==> src/rtl/decode_pkg.sv <==
// rtl/decode_pkg.sv - shared types and constants for the multi-lane decode stage
//
// Purpose: opcode constants, ALU operation enum, memory-size codes and the
//          per-lane micro-op bundle (uop_t) used by decode_lane and decode_stage.
// Ports:   none (package).

package decode_pkg;

    // Widest program counter a micro-op can carry; decode_stage PC_W must not exceed it.
    localparam int UOP_PC_W = 32;

    localparam logic [6:0] OPC_R_TYPE = 7'b0110011;
    localparam logic [6:0] OPC_I_TYPE = 7'b0010011;
    localparam logic [6:0] OPC_LOAD   = 7'b0000011;
    localparam logic [6:0] OPC_STORE  = 7'b0100011;
    localparam logic [6:0] OPC_LUI    = 7'b0110111;

    localparam logic [1:0] MEM_SIZE_BYTE = 2'b00;
    localparam logic [1:0] MEM_SIZE_WORD = 2'b10;

    typedef enum logic [3:0] {
        ALU_ADD  = 4'd0,
        ALU_XOR  = 4'd1,
        ALU_OR   = 4'd2,
        ALU_SRA  = 4'd3,
        ALU_PASS = 4'd4
    } alu_op_e;

    typedef struct packed {
        logic                lane_vld;
        logic [UOP_PC_W-1:0] pc;
        logic [4:0]          rd;
        logic [4:0]          rs1;
        logic [4:0]          rs2;
        logic [31:0]         imm;
        logic [6:0]          opcode;
        alu_op_e             alu_op;
        logic                alu_src;
        logic                mem_read;
        logic                mem_write;
        logic                reg_write;
        logic [1:0]          mem_size;
        logic                illegal;
    } uop_t;

endpackage

==> src/rtl/decode_lane.sv <==
// rtl/decode_lane.sv - combinational single-instruction decoder
//
// Purpose: decodes one 32-bit instruction into a uop_t bundle.
// Ports:   inst - instruction word
//          vld  - lane valid; when 0 the bundle is all zero
//          pc   - PC of this lane
//          uop  - decoded micro-op

module decode_lane
    import decode_pkg::*;
(
    input  logic [31:0]         inst,
    input  logic                vld,
    input  logic [UOP_PC_W-1:0] pc,
    output uop_t                uop
);

    logic [6:0]  opcode;
    logic [4:0]  rd;
    logic [4:0]  rs1;
    logic [4:0]  rs2;
    logic [2:0]  funct3;
    logic [6:0]  funct7;
    logic [31:0] imm_i;
    logic [31:0] imm_s;
    logic [31:0] imm_u;
    logic [31:0] imm_sh;
    logic        legal;
    uop_t        d;

    assign opcode = inst[6:0];
    assign rd     = inst[11:7];
    assign funct3 = inst[14:12];
    assign rs1    = inst[19:15];
    assign rs2    = inst[24:20];
    assign funct7 = inst[31:25];
    assign imm_i  = {{20{inst[31]}}, inst[31:20]};
    assign imm_s  = {{20{inst[31]}}, inst[31:25], inst[11:7]};
    assign imm_u  = {inst[31:12], 12'b0};
    assign imm_sh = {26'b0, inst[25:20]};

    // Fields are only filled inside a recognised encoding, so an illegal
    // lane falls through with every operand and enable already zero.
    always_comb begin
        d     = '0;
        legal = 1'b0;
        case (opcode)
            OPC_R_TYPE: begin
                if (funct7 == 7'b0 && (funct3 == 3'b000 || funct3 == 3'b100)) begin
                    legal       = 1'b1;
                    d.rd        = rd;
                    d.rs1       = rs1;
                    d.rs2       = rs2;
                    d.reg_write = 1'b1;
                    d.alu_op    = (funct3 == 3'b100) ? ALU_XOR : ALU_ADD;
                end
            end
            OPC_I_TYPE: begin
                if (funct3 == 3'b000 || funct3 == 3'b110 ||
                    (funct3 == 3'b101 && inst[31:26] == 6'b010000)) begin
                    legal       = 1'b1;
                    d.rd        = rd;
                    d.rs1       = rs1;
                    d.reg_write = 1'b1;
                    d.alu_src   = 1'b1;
                    case (funct3)
                        3'b110:  begin d.alu_op = ALU_OR;  d.imm = imm_i;  end
                        3'b101:  begin d.alu_op = ALU_SRA; d.imm = imm_sh; end
                        default: begin d.alu_op = ALU_ADD; d.imm = imm_i;  end
                    endcase
                end
            end
            OPC_LOAD: begin
                if (funct3 == 3'b000 || funct3 == 3'b010) begin
                    legal       = 1'b1;
                    d.rd        = rd;
                    d.rs1       = rs1;
                    d.imm       = imm_i;
                    d.alu_src   = 1'b1;
                    d.mem_read  = 1'b1;
                    d.reg_write = 1'b1;
                    d.mem_size  = funct3[1] ? MEM_SIZE_WORD : MEM_SIZE_BYTE;
                end
            end
            OPC_STORE: begin
                if (funct3 == 3'b000 || funct3 == 3'b010) begin
                    legal       = 1'b1;
                    d.rs1       = rs1;
                    d.rs2       = rs2;
                    d.imm       = imm_s;
                    d.alu_src   = 1'b1;
                    d.mem_write = 1'b1;
                    d.mem_size  = funct3[1] ? MEM_SIZE_WORD : MEM_SIZE_BYTE;
                end
            end
            OPC_LUI: begin
                legal       = 1'b1;
                d.rd        = rd;
                d.imm       = imm_u;
                d.alu_src   = 1'b1;
                d.reg_write = 1'b1;
                d.alu_op    = ALU_PASS;
            end
            default: ;
        endcase

        // x0 is hardwired; suppress the write but still report rd.
        d.reg_write = d.reg_write & (d.rd != 5'd0);
        d.illegal   = ~legal;
        d.opcode    = opcode;
        d.pc        = pc;
        d.lane_vld  = 1'b1;
        uop         = vld ? d : '0;
    end

endmodule

==> src/rtl/decode_stage.sv <==
// rtl/decode_stage.sv - WIDTH-lane decode stage with a two-entry skid buffer
//
// Purpose: decodes a fetch packet of up to WIDTH instructions and buffers the
//          result in a two-entry skid buffer with valid/ready handshaking.
// Ports:   clk, rst_n (async active-low), flush
//          in_valid/in_ready, in_inst, in_lane_vld, in_pc   - fetch side
//          out_valid/out_ready, out_* per-lane micro-op      - rename side
// PC_W must not exceed decode_pkg::UOP_PC_W.

module decode_stage
    import decode_pkg::*;
#(
    parameter int WIDTH = 2,
    parameter int PC_W  = 32
) (
    input  logic                  clk,
    input  logic                  rst_n,
    input  logic                  flush,
    input  logic                  in_valid,
    output logic                  in_ready,
    input  logic [WIDTH*32-1:0]   in_inst,
    input  logic [WIDTH-1:0]      in_lane_vld,
    input  logic [PC_W-1:0]       in_pc,
    output logic                  out_valid,
    input  logic                  out_ready,
    output logic [WIDTH-1:0]      out_lane_vld,
    output logic [WIDTH*PC_W-1:0] out_pc,
    output logic [WIDTH*5-1:0]    out_rd,
    output logic [WIDTH*5-1:0]    out_rs1,
    output logic [WIDTH*5-1:0]    out_rs2,
    output logic [WIDTH*32-1:0]   out_imm,
    output logic [WIDTH*7-1:0]    out_opcode,
    output logic [WIDTH*4-1:0]    out_alu_op,
    output logic [WIDTH-1:0]      out_alu_src,
    output logic [WIDTH-1:0]      out_mem_read,
    output logic [WIDTH-1:0]      out_mem_write,
    output logic [WIDTH-1:0]      out_reg_write,
    output logic [WIDTH*2-1:0]    out_mem_size,
    output logic [WIDTH-1:0]      out_illegal
);

    localparam logic [1:0] CNT_EMPTY = 2'd0;
    localparam logic [1:0] CNT_ONE   = 2'd1;
    localparam logic [1:0] CNT_FULL  = 2'd2;

    uop_t [WIDTH-1:0] dec;
    uop_t [WIDTH-1:0] head;
    uop_t [WIDTH-1:0] slot0_q, slot0_d;
    uop_t [WIDTH-1:0] slot1_q, slot1_d;
    logic [1:0]       cnt_q, cnt_d;
    logic             in_ready_q, in_ready_d;
    logic             push;
    logic             deq;

    for (genvar g = 0; g < WIDTH; g++) begin : g_lane
        logic [PC_W-1:0] lane_pc;
        assign lane_pc = in_pc + PC_W'(4 * g);
        decode_lane u_lane (
            .inst (in_inst[32*g +: 32]),
            .vld  (in_lane_vld[g]),
            .pc   (UOP_PC_W'(lane_pc)),
            .uop  (dec[g])
        );
    end

    assign out_valid = (cnt_q != CNT_EMPTY);
    assign in_ready  = in_ready_q;
    // Empty packets complete the handshake but never occupy a slot.
    assign push      = in_valid & in_ready_q & (|in_lane_vld) & ~flush;
    assign deq       = out_valid & out_ready;

    // slot0 is always the oldest entry; a dequeue shifts slot1 down and the
    // new packet lands in the first free slot after that shift.
    always_comb begin
        cnt_d   = cnt_q;
        slot0_d = slot0_q;
        slot1_d = slot1_q;
        if (deq) begin
            slot0_d = slot1_q;
            cnt_d   = cnt_q - 2'd1;
        end
        if (push) begin
            if (cnt_d == CNT_EMPTY) begin
                slot0_d = dec;
            end else begin
                slot1_d = dec;
            end
            cnt_d = cnt_d + 2'd1;
        end
        if (flush) begin
            cnt_d = CNT_EMPTY;
        end
        // Registered ready looks only at next occupancy, so out_ready never
        // reaches in_ready combinationally.
        in_ready_d = (cnt_d == CNT_EMPTY) || (cnt_d == CNT_ONE);
    end

    always_ff @(posedge clk or negedge rst_n) begin
        if (!rst_n) begin
            cnt_q      <= CNT_EMPTY;
            in_ready_q <= 1'b0;
            slot0_q    <= '0;
            slot1_q    <= '0;
        end else begin
            cnt_q      <= cnt_d;
            in_ready_q <= in_ready_d;
            slot0_q    <= slot0_d;
            slot1_q    <= slot1_d;
        end
    end

    // Outputs read zero whenever nothing is valid, hiding stale slot contents.
    assign head = out_valid ? slot0_q : '0;

    always_comb begin
        out_lane_vld  = '0;
        out_pc        = '0;
        out_rd        = '0;
        out_rs1       = '0;
        out_rs2       = '0;
        out_imm       = '0;
        out_opcode    = '0;
        out_alu_op    = '0;
        out_alu_src   = '0;
        out_mem_read  = '0;
        out_mem_write = '0;
        out_reg_write = '0;
        out_mem_size  = '0;
        out_illegal   = '0;
        for (int i = 0; i < WIDTH; i++) begin
            out_lane_vld[i]        = head[i].lane_vld;
            out_pc[i*PC_W +: PC_W] = head[i].pc[PC_W-1:0];
            out_rd[i*5 +: 5]       = head[i].rd;
            out_rs1[i*5 +: 5]      = head[i].rs1;
            out_rs2[i*5 +: 5]      = head[i].rs2;
            out_imm[i*32 +: 32]    = head[i].imm;
            out_opcode[i*7 +: 7]   = head[i].opcode;
            out_alu_op[i*4 +: 4]   = head[i].alu_op;
            out_alu_src[i]         = head[i].alu_src;
            out_mem_read[i]        = head[i].mem_read;
            out_mem_write[i]       = head[i].mem_write;
            out_reg_write[i]       = head[i].reg_write;
            out_mem_size[i*2 +: 2] = head[i].mem_size;
            out_illegal[i]         = head[i].illegal;
        end
    end

endmodule

==> config.mk <==
export PLATFORM = sky130hd
export DESIGN_NAME = decode_stage
export DESIGN_NICKNAME = d
export VERILOG_FILES = /design/src/rtl/decode_pkg.sv /design/src/rtl/decode_lane.sv /design/src/rtl/decode_stage.sv
export SDC_FILE = /design/constraint.sdc
export NUM_CORES = 1
export LEC_CHECK = 0
export ABC_AREA = 1
export CAP_MARGIN = 20
export CORE_MARGIN = 1
export CORE_UTILIZATION = 34
export DETAILED_ROUTE_END_ITERATION = 10
export PLACE_DENSITY_LB_ADDON = 0.15
export SYNTH_ARGS = -nofsm -noshare
export SYNTH_HDL_FRONTEND = slang
export SYNTH_HIERARCHICAL = 1
export SYNTH_SLANG_ARGS = --single-unit
==> constraint.sdc <==
create_clock -name clk -period 5.07 [get_ports clk]
set_clock_uncertainty 0.15 [all_clocks]
set_input_delay 0.507 -clock clk [delete_from_list [all_inputs] [get_ports clk]]
set_output_delay 0.507 -clock clk [all_outputs]
set_load 0.01 [all_outputs]
==> impl_results.md <==
- Largest area contributor in the synthesized netlist: dfrtp_1
- Die Width: 257 um
- DRC: 0
- Distinct cells, synth: 33
- Nets: 3511
- Count leader, synth: nand2_1
- Synth warn: 6
- Dominant synthesized flop cell: dfrtp_1
- Tmin final: 3.99 ns
- Max Cap Viol: 0
- Flop-to-flop setup slack: 1.27 ns
- Via count: 19600
- CTS Buffer Depth: 3
- P_leak: 13.2 nW
- Port buffer count: 300
- Initial Utilization: 0.343
- Crit Path Max Fanout: 95
- Worst-Margin Slew: 1.08 ns
- Initial antenna violation count: 4
- RSZ-0062 raised after global routing: no
- Met2 routed WL: 31.1 mm
- Die Area: 0.0659 mm2
- Layout area overhead: 22.4%
- Synth top area share: 0.448
- Finish-stage setup viols: 0
- Period utilisation layout: 0.787
- Grt ovf: 0
- Post-Syn Area: 0.0221 mm2
- Met1 wire length: 32.0 mm
- Async set-reset flop share out of synthesis: 1.00
- Vias in the first global route: 18700
- Clock tree from TritonCTS: built
- Metal3 WL: 2.71 mm
- Critical path class: register to output port
- Cts repair resizes: 0
- Setup TNS: 0 ns
- CTS clk-pin slew, worst paths: 0.06 ns
- Detailed placement HPWL: 44.7 mm
- Final hold viol count: 0
- Pin count of the biggest net entering global routing: 149
- Setup crit start kind: register
- Endpoint type of the worst setup path: output port
- Sw power: 3.98 mW
- Arr. time, crit path: 3.33 ns
- Pwr Density: 424 mW/mm2
- Internal cell power: 7.48 mW
- Final Slew Violations: 0
- Via density: 4.56
- Reg power frac: 0.376
- GRT Total Usage: 0.204
- Post-DR wirelength/cell: 15.7 um
- Layout cells sized above 1: 0.0445
- Highest metal used: met5
- Post-Syn Instances: 3218
- Synth top area cells: dfrtp_1 (45%), nand2_1 (16%), inv_1 (9.5%)
- Combinational Power Share: 0.318
- CTS sink count: 395
- Initial DRC Count: 1340
- Number of core rows: 93
- Fmax: 251 MHz
- Drt total wl: 67.4 mm
- Overall Power: 11.5 mW
- Die height: 257 um
- Synthesis-stage register bit count: 395
- Syn avg cell area: 6.85 um2
- DRT Pass-1 Iters: 6
- Switching Share: 0.347
- Max-slew headroom: 0.281
- Clock power share: 0.306
- WP data required: 4.41 ns
- Top cells by count, synth: nand2_1 (931), inv_1 (559), dfrtp_1 (395)
- EDFF count, synth: 0
- Gpl congestion: 0.887
- CTS buffer count: 49
- Outcome: finished, final reports clean
- Register area share after synthesis: 0.448
- Hold WC Path Type: input pin to register
- # IOs: 301
- First-pass GRT wire length: 107 mm
- H-tree levels: 2
- Core Box Area: 0.0642 mm2
- VDD IR max: 0.272 mV
- Clock root buffer: clkbuf_16
- Clk Latency, worst-skew pair: 0.60 ns
- Routed Antenna Nets: 0
==> worst paths after layout <==
kind | start | endpoint | depth (start not counted)
max | cnt_q[0] | out_pc[31] | 5
min | in_lane_vld[0] | slot1_q[11] | 5
max reg2reg | cnt_q[0] | slot0_q[16] | 10
min reg2reg | slot1_q[131] | slot1_q[131] | 2
max in group asynchronous | rst_n | slot1_q[171] | 3
min in group asynchronous | rst_n | slot0_q[133] | 2
==> timing repair <==
action	CTS	global route
setup buffers	0	0
hold buffers	1	0
hold endpoints to repair	88	0
==> placed cells by master (no fill, tap or decap), types with 7 or more instances in the layout <==
| master | instances |
|---|---|
| buf_4 | 17 |
| dfrtp_1 | 395 |
| nor2_1 | 392 |
| xor2_1 | 8 |
| clkdlybuf4s50_1 | 296 |
| o21ai_1 | 40 |
| clkbuf_1 | 17 |
| nor2_4 | 10 |
| nand2_1 | 930 |
| nand2_2 | 12 |
| a21oi_1 | 94 |
| inv_1 | 559 |
| o21ai_0 | 354 |
| clkbuf_16 | 49 |
| nand3_1 | 161 |
| inv_2 | 9 |
| xnor2_1 | 8 |
| nor3_1 | 12 |
| clkbuf_8 | 12 |
| nand2_4 | 7 |
==> metal layers <==
metal,up-vias,GRT usage
met5,-,0
met4,2,0.0539
met3,86,0.0287
met2,392,0.330
met1,9040,0.284
li1,10100,-
==> final cells by class <==
class / count / area (um2)
clock buffers: 78 / 1460
repair buffers: 323 / 3250
clock inverters: 10 / 151
flip-flops and latches: 395 / 9880
diodes: 2 / 5.00
inverters: 569 / 2140
fillers: 6869 / 37200
multi-input cells: 2067 / 9040
well taps: 855 / 1070
==> state kept, by name (all words and copies together) (netlist names) <==
register  flops
slot1_q     196
in_ready      1
slot0_q     196
cnt_q         2
==> power groups by stage <==
stage               registers [mW]  logic (mW)  clock network [mW]
finish                        4.31        3.64                3.51
global route                  4.41        4.18                3.72
CTS                           4.31        3.72                3.61
detailed placement            4.36        3.69                   0
global placement              4.34        3.68                   0
floorplan                     4.27        2.34                   0
==> worst max-delay path: stages (launching register included) <==
cell	delay, ns
dfrtp_1	0.35
inv_1	0.12
ha_4	0.47
buf_4	0.82
nor2_1	0.29
clkdlybuf4s50_1	0.56
==> cell families after synthesis <==
logic type	Yosys count	share of synthesized area
flip-flops	395	0.448
AO/OA/AOI/OAI	492	0.112
XOR/XNOR	16	0.00635
adder cells (fa/ha/maj)	3	0.00170
AND/OR/NAND/NOR	1552	0.287
other	2	0.000341
buffers and inverters	758	0.144
==> per-stage QoR <==
step / hold slack, ns / setup slack [ns] / std cells / utilization / area, um2
floorplan: 0.0614 / 2.76 / 3220 / - / 22100
global placement: 0.316 / 1.24 / 4208 / 0.395 / 25400
finish: 0.265 / 1.08 / 4299 / 0.420 / 27000
detailed placement: 0.323 / 1.25 / 4208 / 0.395 / 25400
CTS: 0.240 / 0.959 / 4297 / 0.420 / 27000
global route: 0.277 / 0.800 / 4299 / 0.420 / 27000
Power figures use the tool's default switching activity.
